### config.mk
export PLATFORM = sky130hd
export DESIGN_NAME = scl_clk_gen
export DESIGN_NICKNAME = d
export VERILOG_FILES = /design/src/rtl/scl_clk_gen.sv
export SDC_FILE = /design/constraint.sdc
export NUM_CORES = 1
export LEC_CHECK = 0
export BUFFER_PORTS_ARGS = -buffer_cell sky130_fd_sc_hd__buf_2
export CAP_MARGIN = 20
export CORE_MARGIN = 1.5
export CORE_UTILIZATION = 35
export DETAILED_ROUTE_END_ITERATION = 10
export PLACE_DENSITY = 0.49
export SLEW_MARGIN = 10
export SYNTH_ARGS = -nofsm -noshare
export SYNTH_HDL_FRONTEND = slang
export SYNTH_SLANG_ARGS = --single-unit
### constraint.sdc
create_clock -name clk_in -period 4.4 [get_ports clk_in]
set_clock_uncertainty 0.1 [all_clocks]
set_input_delay 0.66 -clock clk_in [delete_from_list [all_inputs] [get_ports clk_in]]
set_output_delay 0.66 -clock clk_in [all_outputs]
set_load 0.01 [all_outputs]
### src/rtl/scl_clk_gen.sv
// -----------------------------------------------------------------------------
// scl_clk_gen
//
// Programmable SCL clock generator for the I2C master datapath. Produces the
// open-drain SCL drive level with a runtime half-period, honours slave clock
// stretching through SCL readback, aborts a stretch that exceeds STRETCH_MAX
// cycles, and emits mid-phase strobes for the SDA shifter.
//
// Parameters
//   CNT_W        width of the half-period input and phase counter
//   STRETCH_MAX  max stretched cycles per high phase (0 = no timeout)
//   TO_W         width of the stretch counter (2**TO_W > STRETCH_MAX)
//
// Ports
//   clk_in        in   system clock (single domain)
//   resetN        in   asynchronous active-low reset
//   en            in   run request, level-sensitive
//   div           in   half-period in clk_in cycles (0 and 1 behave as 2)
//   scl_in        in   SCL readback, already synchronous to clk_in
//   clk_out       out  SCL drive level, 1 = released/high
//   scl_negedge   out  strobe, first cycle of the low phase
//   scl_posedge   out  strobe, first cycle of the high phase seen high
//   scl_mid_low   out  strobe, middle of the low phase (drive SDA)
//   scl_mid_high  out  strobe, middle of the high phase (sample SDA)
//   busy          out  generator is running a low or high phase
//   stretching    out  high phase held low by a slave
//   stretch_to    out  one-cycle pulse after a stretch timeout
// -----------------------------------------------------------------------------
module scl_clk_gen #(
  parameter int CNT_W       = 16,
  parameter int STRETCH_MAX = 1024,
  parameter int TO_W        = 16
) (
  input  logic             clk_in,
  input  logic             resetN,
  input  logic             en,
  input  logic [CNT_W-1:0] div,
  input  logic             scl_in,
  output logic             clk_out,
  output logic             scl_negedge,
  output logic             scl_posedge,
  output logic             scl_mid_low,
  output logic             scl_mid_high,
  output logic             busy,
  output logic             stretching,
  output logic             stretch_to
);

  typedef enum logic [1:0] {
    S_IDLE = 2'd0,
    S_LOW  = 2'd1,
    S_HIGH = 2'd2
  } state_t;

  // Timeout compare value; a zero STRETCH_MAX disables the timeout entirely.
  localparam bit             TO_EN     = (STRETCH_MAX > 0);
  localparam logic [TO_W-1:0] SCNT_LAST = TO_EN ? TO_W'(STRETCH_MAX - 1) : '0;

  state_t           r_state, w_state_nxt;
  logic [CNT_W-1:0] r_cnt, w_cnt_nxt;
  logic [CNT_W-1:0] r_h, w_h_nxt;
  logic [TO_W-1:0]  r_scnt, w_scnt_nxt;
  logic             r_clk_out;
  logic             r_stretch_to, w_stretch_to_nxt;

  logic [CNT_W-1:0] w_h_div;   // clamped half-period from the register input
  logic [CNT_W-1:0] w_h_last;  // last count of a phase
  logic [CNT_W-1:0] w_h_mid;   // mid-phase count
  logic             w_phase_end;
  logic             w_timeout;

  // Half-periods below 2 would collapse a phase to a single cycle and make
  // the mid and edge strobes coincide, so they are clamped to 2.
  assign w_h_div     = (div < CNT_W'(2)) ? CNT_W'(2) : div;
  assign w_h_last    = r_h - CNT_W'(1);
  assign w_h_mid     = r_h >> 1;
  assign w_phase_end = (r_cnt == w_h_last);
  assign w_timeout   = TO_EN && (r_scnt == SCNT_LAST);

  // ---------------------------------------------------------------------------
  // Next-state logic
  // ---------------------------------------------------------------------------
  // NOTE: every signal driven here gets a default first, so no path through
  // the case can leave one unassigned and infer a latch.
  always_comb begin
    w_state_nxt      = r_state;
    w_cnt_nxt        = r_cnt;
    w_h_nxt          = r_h;
    w_scnt_nxt       = r_scnt;
    w_stretch_to_nxt = 1'b0;

    unique case (r_state)
      S_IDLE: begin
        if (en) begin
          w_state_nxt = S_LOW;
          w_cnt_nxt   = '0;
          w_h_nxt     = w_h_div;
        end
      end

      S_LOW: begin
        if (w_phase_end) begin
          w_state_nxt = S_HIGH;
          w_cnt_nxt   = '0;
          w_scnt_nxt  = '0;
        end else begin
          w_cnt_nxt = r_cnt + CNT_W'(1);
        end
      end

      S_HIGH: begin
        if (scl_in) begin
          // The high phase always runs to completion; en only decides
          // whether another period follows.
          if (w_phase_end) begin
            w_cnt_nxt = '0;
            if (en) begin
              w_state_nxt = S_LOW;
              w_h_nxt     = w_h_div;
            end else begin
              w_state_nxt = S_IDLE;
            end
          end else begin
            w_cnt_nxt = r_cnt + CNT_W'(1);
          end
        end else begin
          // A slave holds SCL low: freeze the phase count so every strobe
          // still fires exactly once, and count the stretch instead.
          if (w_timeout) begin
            w_state_nxt      = S_IDLE;
            w_cnt_nxt        = '0;
            w_stretch_to_nxt = 1'b1;
          end else begin
            w_scnt_nxt = r_scnt + TO_W'(1);
          end
        end
      end

      default: begin
        w_state_nxt = S_IDLE;
        w_cnt_nxt   = '0;
      end
    endcase
  end

  // ---------------------------------------------------------------------------
  // State registers
  // ---------------------------------------------------------------------------
  // NOTE: sequential state uses non-blocking assignments so every register
  // samples the pre-edge values regardless of statement order.
  always_ff @(posedge clk_in or negedge resetN) begin
    if (!resetN) begin
      r_state      <= S_IDLE;
      r_cnt        <= '0;
      r_h          <= CNT_W'(2);
      r_scnt       <= '0;
      r_clk_out    <= 1'b1;
      r_stretch_to <= 1'b0;
    end else begin
      r_state      <= w_state_nxt;
      r_cnt        <= w_cnt_nxt;
      r_h          <= w_h_nxt;
      r_scnt       <= w_scnt_nxt;
      // SCL is driven from a flop so the pad never sees decode glitches.
      r_clk_out    <= (w_state_nxt != S_LOW);
      r_stretch_to <= w_stretch_to_nxt;
    end
  end

  // ---------------------------------------------------------------------------
  // Output decodes
  // ---------------------------------------------------------------------------
  assign clk_out      = r_clk_out;
  assign stretch_to   = r_stretch_to;
  assign busy         = (r_state != S_IDLE);
  assign stretching   = (r_state == S_HIGH) && !scl_in;
  assign scl_negedge  = (r_state == S_LOW)  && (r_cnt == '0);
  assign scl_posedge  = (r_state == S_HIGH) && (r_cnt == '0) && scl_in;
  assign scl_mid_low  = (r_state == S_LOW)  && (r_cnt == w_h_mid);
  assign scl_mid_high = (r_state == S_HIGH) && (r_cnt == w_h_mid) && scl_in;

endmodule
==> results of run 1 <==
==> where the power goes <==
group / switching, uW / internal [uW]
registers: 175 / 577
logic: 431 / 328
clock network: 171 / 201
total: 777 / 1110
==> synth_stat cells, types with 2 or more instances <==
cell type / instances
sky130_fd_sc_hd__dfrtp_1: 50
sky130_fd_sc_hd__nor2_1: 37
sky130_fd_sc_hd__nand2_1: 36
sky130_fd_sc_hd__xor2_1: 34
sky130_fd_sc_hd__clkbuf_1: 21
sky130_fd_sc_hd__nor3_1: 21
sky130_fd_sc_hd__nand3_1: 17
sky130_fd_sc_hd__o21ai_0: 15
sky130_fd_sc_hd__xnor2_1: 15
sky130_fd_sc_hd__inv_1: 13
sky130_fd_sc_hd__nor4_1: 12
sky130_fd_sc_hd__nand4_1: 11
sky130_fd_sc_hd__or3_1: 10
sky130_fd_sc_hd__ha_1: 8
sky130_fd_sc_hd__mux2_1: 8
sky130_fd_sc_hd__nand3b_1: 8
sky130_fd_sc_hd__o211ai_1: 7
sky130_fd_sc_hd__a21oi_1: 6
sky130_fd_sc_hd__mux2_2: 6
sky130_fd_sc_hd__mux2i_1: 6
sky130_fd_sc_hd__o31ai_1: 5
sky130_fd_sc_hd__a211o_1: 4
sky130_fd_sc_hd__and3_1: 4
sky130_fd_sc_hd__a22o_1: 3
sky130_fd_sc_hd__a31oi_1: 3
sky130_fd_sc_hd__buf_2: 3
sky130_fd_sc_hd__nand2b_1: 3
sky130_fd_sc_hd__or2_2: 3
sky130_fd_sc_hd__a211oi_2: 2
sky130_fd_sc_hd__a21boi_0: 2
sky130_fd_sc_hd__a311oi_1: 2
sky130_fd_sc_hd__buf_4: 2
sky130_fd_sc_hd__dfstp_2: 2
sky130_fd_sc_hd__nor4b_1: 2
sky130_fd_sc_hd__o21ai_1: 2
sky130_fd_sc_hd__or4_1: 2
==> logic make-up (layout without fill, tap and decap cells) <==
group / count (synthesis) / in the layout / share of synthesized area
fa+ha+maj: 8 / 8 / 0.0280
simple gates: 177 / 177 / 0.261
xor+xnor: 49 / 49 / 0.120
flops: 52 / 52 / 0.365
mux: 20 / 20 / 0.0610
compound gates: 60 / 60 / 0.117
buf+inv: 40 / 53 / 0.0473
==> critical path, delay by kind of cell, from the launching register on <==
kind / cells / cell delay (ns)
and+or+nand+nor: 5 / 1.78
AOI/OAI and AO/OA: 2 / 0.47
DFF: 1 / 0.43
buffers and inverters: 2 / 0.30
adders and majority gates: 1 / 0.24
xor gates and xnor gates: 1 / 0.17
==> sequential cells by signal (all words and copies together), names as in the netlist <==
signal and flops:
r_state 2, r_scnt 16, r_cnt 16, clk_out 1
r_h 16, stretch_to 1
==> area by class of cell <==
class                      count  area (um^2)
fill                        1046         5900
multi-input combinational    314         2100
sequential                    52         1300
timing repair buffer          32          173
tap                          133          166
clock buffer                   7         96.3
inverter                      13         48.8
clock inverter                 1         30.0
==> layer usage <==
layer,global-route usage,share of wire
met1,0.213,0.45
met2,0.289,0.50
met3,0.0338,0.032
met4,0.0605,0.017
met5,0,0
==> final timing paths <==
| check | startpoint | endpoint | slack (ns) | depth (start not counted) |
|---|---|---|---|---|
| hold / removal | resetN | r_cnt[0] | 0.33 | 2 |
| max in group asynchronous | resetN | r_scnt[6] | 3.39 | 2 |
| min in group clk_in | r_h[1] | r_h[1] | 0.44 | 2 |
| setup / recovery | r_h[0] | r_scnt[8] | 0.81 | 11 |
| hold reg to reg | r_h[1] | r_h[1] | 0.44 | 2 |
| setup reg to reg | r_h[0] | r_scnt[8] | 0.81 | 11 |
==> per-stage QoR <==
| step | hold WS, ns | utilization |
|---|---|---|
| final | 0.332 | 0.399 |
| after global placement | 0.425 | 0.386 |
| after global routing | 0.413 | 0.399 |
| after CTS | 0.380 | 0.399 |
| after detailed placement | 0.435 | 0.386 |
| after floorplan | 0.264 | - |
==> flow_summary.yaml, run 1 <==
global_route:
  grt_pass1_wl_mm: 14.7
  global_route.overflow_total: 0
  number_of_antenna_violations_at_the_first_check_in_global_routing: 0
  first_global_vias: 2859
  grt_max_degree: 53
  total_routing_resource_utilization_after_global_routing: 0.170
clock_tree:
  clock_path_buffers: 2
  clkSinkCount: 52
  htreeDepth: 2
  resized_cells_post_cts: 0
  tritoncts_clock_tree: "yes"
  tritoncts.num_buffers: 5
  clock_pin_slew_of_the_registers_on_the_worst_case_setup_and_hold_paths_ns: 0.10
  clk_latency_ns: 0.33
  clk_root_buffer_cell: "sky130_fd_sc_hd__clkbuf_8"
  holdBufCountCts: 0
  post-cts-setup-buffers: 0
die:
  placeableCoreArea_um2: 9820
  std_cell_rows: 36
  die_height_um: 104
  floorplan.die.width_um: 104
  floorplan.io_pins: 28
  initial_core_util: 0.364
  dieArea_um2: 10800
yosys:
  synth_cell_type_count: 57
  synth_sequential_area_ratio: 0.365
  yosys_warnings: 0
  syn-cell-area_um2: 3570
  syn-instance-count: 406
  synth-async-reset-ratio: 1.00
  synth_enable_flop_cells: 0
  yosys-top-cells-area: "sky130_fd_sc_hd__dfrtp_1 (35%), sky130_fd_sc_hd__xor2_1 (8.3%), sky130_fd_sc_hd__nor2_1 (3.9%), sky130_fd_sc_hd__nand2_1 (3.8%), sky130_fd_sc_hd__xnor2_1 (3.7%)"
  synth_top_area_share: 0.350
  synthDominantAreaCellType: "sky130_fd_sc_hd__dfrtp_1"
  syn-mean-instance-area_um2: 8.80
  synth.ff_latch_count: 52
  synthesis.nets: 434
  ys.flop_type: "sky130_fd_sc_hd__dfrtp_1"
setup_path:
  crit_arrival_ns: 3.70
  timing.critical_path.slowest_stage_cell: "sky130_fd_sc_hd__or4b_1"
  start_kind: "flop"
  worst_setup_path_end_kind: "flop"
  crit_required_ns: 4.52
  timing_worst_setup_path_type: "flop to flop"
  path_max_fanout: 17
  critPathMaxStageDelay_ns: 0.57
  timing.critical_path.cells: "inv_1, ha_1, or4b_1, nor4_1, xnor2_1, nand4b_1, nor4_2, a21oi_2, buf_4, or2_1, a211o_1"
placement:
  placement.io_buffers: 27
  dpl.cell_count: 544
  detailed_place.area_um2: 3790
  dp_slack_ns: 0.780
  gp_congestion: 0.892
  hpwl_mm: 6.53
finish:
  areaGrowthSynthToFinish_pct: 9.67
  post_layout_nonfiller_instances: 552
  share_of_cells_above_drive_strength_1: 0.141
  fin_nets: 446
  layout.cells.most_common_list: "sky130_fd_sc_hd__dfrtp_1 (50), sky130_fd_sc_hd__nor2_1 (37), sky130_fd_sc_hd__nand2_1 (36)"
  diodes: 0
  design_area_um2: 3920
  final_common_cell: "sky130_fd_sc_hd__dfrtp_1"
power_and_ir_drop:
  max-vdd-ir-drop_uv: 240
  fin_total_pwr_uw: 1880
  power-per-cell-area_nw_per_um2: 481
  static-leakage-power_uw: 0.00167
outcome:
  result_of_the_run: "complete, no violations"
routing:
  average_wire_per_standard_cell_um: 16.0
  route.detailed.vias_per_inst: 5.33
  drt_wl_total_mm: 8.84
  detailedRoute.firstIterationViolations: 103
  firstDrtPassIters: 6
  drc: 0
  ant_nets: 0
  detailroute.via_count: 2944
sta:
  finalSetupViolations: 0
  max_freq_mhz: 279
  post_route_setup_tns_ns: 0
  tightestPinTransition_ns: 0.724
  final_critical_path_setup_slack_ns: 0.814
  grt_setup_unrepaired: "false"
  finalCriticalPeriod_ns: 3.59
  finalMaxSlewViolations: 0
  final.period_utilization: 0.815
  slew_headroom: 0.514
  timing_hold_violations_final: 0
min_path:
  holdCritPathClass: "primary input to async pin"
run:
  max_cap_viol_count: 0
Power figures use the tool's default switching activity.
==> run 2, diff against run 1 <==
==> constraint.sdc (replaced) <==
create_clock -name clk_in -period 3.65 [get_ports clk_in]
set_clock_uncertainty 0.1 [all_clocks]
set_input_delay 0.5475 -clock clk_in [delete_from_list [all_inputs] [get_ports clk_in]]
set_output_delay 0.5475 -clock clk_in [all_outputs]
set_load 0.01 [all_outputs]
==> run 2 against run 1 <==
Net effect: global-route usage up 0.68 points; critical path depth unchanged; sequential power up 12%; die area unchanged; cell count up 1.8%; combinational power up 41%; total power up 23%; design area up 1.7%; via count up 3.3%; largest power group unchanged.
==> flow_summary.yaml, run 2 (same netlist as run 1, synthesis figures left out) <==
setup_path:
  timing.critical_path.cells: "inv_1, ha_1, or4b_1, nor4_1, xnor2_1, nand4b_1, nor4_2, buf_4, a41o_1, nand2_4, mux2_1"
  crit_required_ns: 3.75
  reg_to_reg_startpoint: "r_h[0]"
  r2r-end: "r_h[13]"
  crit_arrival_ns: 3.38
  path_max_fanout: 16
  worst_setup_path_end_kind: "flop"
  start_kind: "flop"
  timing_worst_setup_path_type: "flop to flop"
  reg2reg_setup_slack_ns: 0.38
  timing.critical_path.slowest_stage_cell: "sky130_fd_sc_hd__or4b_1"
  critPathMaxStageDelay_ns: 0.58
  worst_r2r_path_depth: 11
sta:
  max_freq_mhz: 305
  tightestPinTransition_ns: 0.577
  grt_setup_unrepaired: "false"
  finalSetupViolations: 0
  final.period_utilization: 0.897
  timing_hold_violations_final: 0
  finalCriticalPeriod_ns: 3.27
  finalMaxSlewViolations: 0
  slew_headroom: 0.615
  post_route_setup_tns_ns: 0
routing:
  drt_wl_total_mm: 9.01
  ant_nets: 0
  detailedRoute.firstIterationViolations: 122
  average_wire_per_standard_cell_um: 16.0
  firstDrtPassIters: 4
  drc: 0
  route.detailed.vias_per_inst: 5.41
  detailroute.via_count: 3042
run:
  max_cap_viol_count: 0
placement:
  gp_congestion: 0.808
  detailed_place.area_um2: 3860
  hpwl_mm: 6.81
  dpl.cell_count: 554
  placement.io_buffers: 27
die:
  std_cell_rows: 36
  placeableCoreArea_um2: 9820
  die_height_um: 104
  initial_core_util: 0.364
  floorplan.die.width_um: 104
  dieArea_um2: 10800
  floorplan.io_pins: 28
finish:
  largestRegisters: "r_cnt x16, r_h x16, r_scnt x16"
  fin_nets: 456
  areaGrowthSynthToFinish_pct: 11.6
  final_common_cell: "sky130_fd_sc_hd__dfrtp_1"
  design_area_um2: 3980
  diodes: 0
  share_of_cells_above_drive_strength_1: 0.163
  final_util: 0.406
  layout.cells.most_common_list: "sky130_fd_sc_hd__dfrtp_1 (50), sky130_fd_sc_hd__nor2_1 (37), sky130_fd_sc_hd__nand2_1 (36)"
  post_layout_nonfiller_instances: 562
global_route:
  number_of_antenna_violations_at_the_first_check_in_global_routing: 0
  first_global_vias: 3045
  global_route.overflow_total: 0
  total_routing_resource_utilization_after_global_routing: 0.176
  grt_pass1_wl_mm: 15.5
  grt_max_degree: 28
clock_tree:
  clk_latency_ns: 0.31
  post-cts-setup-buffers: 0
  tritoncts_clock_tree: "yes"
  htreeDepth: 2
  clkSinkCount: 52
  tritoncts.num_buffers: 5
  clk_root_buffer_cell: "sky130_fd_sc_hd__clkbuf_8"
  clock_pin_slew_of_the_registers_on_the_worst_case_setup_and_hold_paths_ns: 0.10
  clock_path_buffers: 2
  holdBufCountCts: 0
power_and_ir_drop:
  static-leakage-power_uw: 0.00171
  max-vdd-ir-drop_uv: 360
  power-per-cell-area_nw_per_um2: 582
min_path:
  holdCritPathClass: "primary input to async pin"
outcome:
  result_of_the_run: "complete, no violations"
run 2: cell types whose count changed in the layout (fill, tap and decap cells not counted):
cell | before | now
sky130_fd_sc_hd__or2_4 | 0 | 1
sky130_fd_sc_hd__clkinv_2 | 0 | 1
sky130_fd_sc_hd__clkinvlp_4 | 0 | 1
sky130_fd_sc_hd__nand2_4 | 0 | 1
sky130_fd_sc_hd__clkbuf_8 | 7 | 5
sky130_fd_sc_hd__nand2_2 | 1 | 0
sky130_fd_sc_hd__buf_4 | 5 | 15
sky130_fd_sc_hd__or2_1 | 1 | 0
run 2: worst max-delay path by stage:
stage            from    endpoint  slack (ns)  cells past startpoint
2_1_floorplan  r_h[0]  r_scnt[10]        0.49                     13
3_3_place_gp   r_h[5]   r_scnt[4]        0.31                      8
3_5_place_dp   r_h[0]   r_scnt[9]        0.22                     11
4_1_cts        r_h[0]  r_scnt[12]        0.21                     11
5_1_grt        r_h[0]     r_h[10]        0.13                     11
6_report       r_h[0]     r_h[13]        0.38                     11
run 2: critical path, delay by kind of cell (launching register included):
| family | cells | cell delay (ns) |
|---|---|---|
| adder cells (fa/ha/maj) | 1 | 0.26 |
| AND/OR/NAND/NOR | 5 | 1.34 |
| buffers and inverters | 2 | 0.28 |
| flip-flops | 1 | 0.44 |
| XOR/XNOR | 1 | 0.17 |
| multiplexers | 1 | 0.35 |
| AO/OA/AOI/OAI | 1 | 0.22 |
run 2: power by group:
part / leakage (uW) / total (uW) / internal, uW / switching, uW
Combinational: 0.000979 / 1070 / 456 / 610
Clock: 0.0000541 / 411 / 203 / 208
Sequential: 0.000681 / 840 / 696 / 144
run 2: what timing repair did:
action,4_1_cts,5_1_grt
gates resized for setup,0,3
endpoints found under the hold margin,0,0
endpoints found under the setup margin,0,9
run 2: layout make-up:
class,instances,area [um^2]
inverters,13,48.8
flip-flops and latches,52,1300
clock buffers,5,68.8
fillers,1040,5840
clock inverters,3,42.5
repair buffers,42,248
well taps,133,166
multi-input cells,314,2110
run 2: metrics by stage:
stage	power (uW)	hold WS [ns]	setup WS (ns)
final	2320	0.116	0.375
after CTS	2330	0.143	0.209
after global routing	2500	0.157	0.129
after detailed placement	1910	0.428	0.218
after global placement	1900	0.427	0.305
after floorplan	1590	0.152	0.489
run 2: routing by layer:
| layer | vias up | share of wire | GRT usage |
|---|---|---|---|
| li1 | 1482 | - | - |
| met1 | 1488 | 0.46 | 0.229 |
| met2 | 56 | 0.49 | 0.302 |
| met3 | 16 | 0.028 | 0.0238 |
| met4 | 0 | 0.019 | 0.0585 |
| met5 | - | 0 | 0 |
==> run 3, diff against run 2 <==
--- a/config.mk
+++ b/config.mk
@@ -7,10 +7,12 @@
 export LEC_CHECK = 0
 export BUFFER_PORTS_ARGS = -buffer_cell sky130_fd_sc_hd__buf_2
 export CAP_MARGIN = 20
+export CELL_PAD_IN_SITES_DETAIL_PLACEMENT = 1
+export CELL_PAD_IN_SITES_GLOBAL_PLACEMENT = 1
 export CORE_MARGIN = 1.5
 export CORE_UTILIZATION = 35
 export DETAILED_ROUTE_END_ITERATION = 10
-export PLACE_DENSITY = 0.49
+export PLACE_DENSITY = 0.61
 export SLEW_MARGIN = 10
 export SYNTH_ARGS = -nofsm -noshare
 export SYNTH_HDL_FRONTEND = slang
==> run 3 against run 2 <==
Net effect: utilization is 0.55 points lower; design area is 1.4% lower; total power is 2.9% lower; sequential cell count stayed put; sequential share of layout area is 0.45 points higher; critical path depth is 3 lower; combinational power is 7% lower; first-iteration DRC count is 39% lower; worst setup slack worse by 0.13 ns; clock power is 13% lower; cell count is 0.89% lower; critical path type unchanged; largest cell class unchanged.
==> flow_summary.yaml, run 3 (same netlist as run 1, synthesis figures left out) <==
setup_path:
  critPathMaxStageDelay_ns: 0.62
  timing.critical_path.cells: "or4_4, nor4_4, mux2i_1, o31ai_1, a211oi_2, a21oi_2, or2_2, a211o_1"
  path_max_fanout: 16
  worst_setup_path_end_kind: "flop"
  reg2reg_setup_slack_ns: 0.24
  path_buf_inv: 0
  critical_path_cell_count: 8
  start_kind: "flop"
  timing.critical_path.slowest_stage_cell: "sky130_fd_sc_hd__or4_4"
  crit_arrival_ns: 3.51
  timing_worst_setup_path_type: "flop to flop"
  crit_required_ns: 3.75
  worst_r2r_path_depth: 8
  cpLargestDelayFamily: "simple AND/OR/NAND/NOR gates"
die:
  floorplan.io_pins: 28
  std_cell_rows: 36
  dieArea_um2: 10800
  initial_core_util: 0.364
  die_height_um: 104
  floorplan.die.width_um: 104
  placeableCoreArea_um2: 9820
placement:
  placement.io_buffers: 27
  hpwl_mm: 7.23
  detailed_place.area_um2: 3830
  gp_congestion: 0.807
  dpl.cell_count: 549
finish:
  design_area_um2: 3930
  areaGrowthSynthToFinish_pct: 10.1
  largestRegisters: "r_cnt x16, r_h x16, r_scnt x16"
  fin_nets: 451
  final.fill_count: 1206
  final_common_cell: "sky130_fd_sc_hd__dfrtp_1"
  diodes: 0
  final_util: 0.400
  share_of_cells_above_drive_strength_1: 0.156
  post_layout_nonfiller_instances: 557
  layout.cells.most_common_list: "sky130_fd_sc_hd__dfrtp_1 (50), sky130_fd_sc_hd__nor2_1 (37), sky130_fd_sc_hd__nand2_1 (36)"
run:
  max_cap_viol_count: 0
global_route:
  global_route.overflow_total: 0
  total_routing_resource_utilization_after_global_routing: 0.188
  number_of_antenna_violations_at_the_first_check_in_global_routing: 0
  first_global_vias: 3247
  grt_max_degree: 42
  grt_pass1_wl_mm: 16.6
sta:
  finalCriticalPeriod_ns: 3.41
  timing_hold_violations_final: 0
  finalMaxSlewViolations: 0
  post_route_setup_tns_ns: 0
  final.period_utilization: 0.934
  slew_headroom: 0.350
  max_freq_mhz: 293
  finalSetupViolations: 0
  grt_setup_unrepaired: "false"
  tightestPinTransition_ns: 0.976
clock_tree:
  clk_root_buffer_cell: "sky130_fd_sc_hd__clkbuf_8"
  clock_pin_slew_of_the_registers_on_the_worst_case_setup_and_hold_paths_ns: 0.11
  clkSinkCount: 52
  tritoncts.num_buffers: 5
  clk_latency_ns: 0.32
  clock_path_buffers: 2
  tritoncts_clock_tree: "yes"
  htreeDepth: 2
routing:
  drt_wl_total_mm: 9.86
  average_wire_per_standard_cell_um: 17.7
  detailroute.via_count: 3096
  route.detailed.vias_per_inst: 5.56
  ant_nets: 0
  firstDrtPassIters: 4
  drc: 0
  detailedRoute.firstIterationViolations: 74
power_and_ir_drop:
  power-per-cell-area_nw_per_um2: 572
  static-leakage-power_uw: 0.00169
  max-vdd-ir-drop_uv: 196
min_path:
  holdCritPathClass: "primary input to async pin"
outcome:
  result_of_the_run: "complete, no violations"
run 3: cell types whose count changed in the layout (fill, tap and decap cells not counted), sizes merged:
cell	delta
clkbuf	+1
clkinvlp	-1
buf	-5
clkinv	+1
bufinv	-1
run 3: through the flow:
| stage | total power, uW | setup slack (ns) | hold slack [ns] |
|---|---|---|---|
| floorplan | 1590 | 0.489 | 0.152 |
| global placement | 1870 | 0.312 | 0.432 |
| detailed placement | 1890 | 0.173 | 0.448 |
| CTS | 2270 | 0.154 | 0.326 |
| global route | 2420 | 0.0119 | 0.348 |
| finish | 2250 | 0.241 | 0.280 |
run 3: final timing paths:
| path | from | endpoint |
|---|---|---|
| worst max-delay path | r_h[5] | r_scnt[8] |
| worst min-delay path | resetN | r_state[0] |
| worst max register to register | r_h[5] | r_scnt[8] |
| worst min register to register | r_h[1] | r_h[1] |
| max in group asynchronous | resetN | r_scnt[14] |
| min in group clk_in | div[14] | r_h[14] |
run 3: per-layer routing:
metal  vias up  part of all wire  GRT usage  wire [um]
li1       1477                 -          -          -
met1      1582              0.46      0.232       4490
met2        28              0.52      0.352       5130
met3         9             0.015     0.0232        146
met4         0            0.0086     0.0347         85
met5         -                 0          0          0
run 3: final cells by class:
class	instances	area, um^2	share of cell area
multi-input combinational	314	2110	0.536
sequential	52	1300	0.332
timing repair buffer	37	210	0.0535
tap	133	166	0.0423
clock buffer	6	82.6	0.0210
inverter	13	48.8	0.0124
clock inverter	2	10.0	0.00255
run 3: power by group:
group	switching, uW	leakage (uW)	total [uW]	internal, uW
registers	203	0.000681	898	696
logic	574	0.000954	993	419
clock network	205	0.0000510	357	152
run 3: what timing repair did:
action	in CTS	in global routing
hold buffers	0	0
setup endpoints to repair	0	15
resized for setup	0	3
buffers inserted	0	0
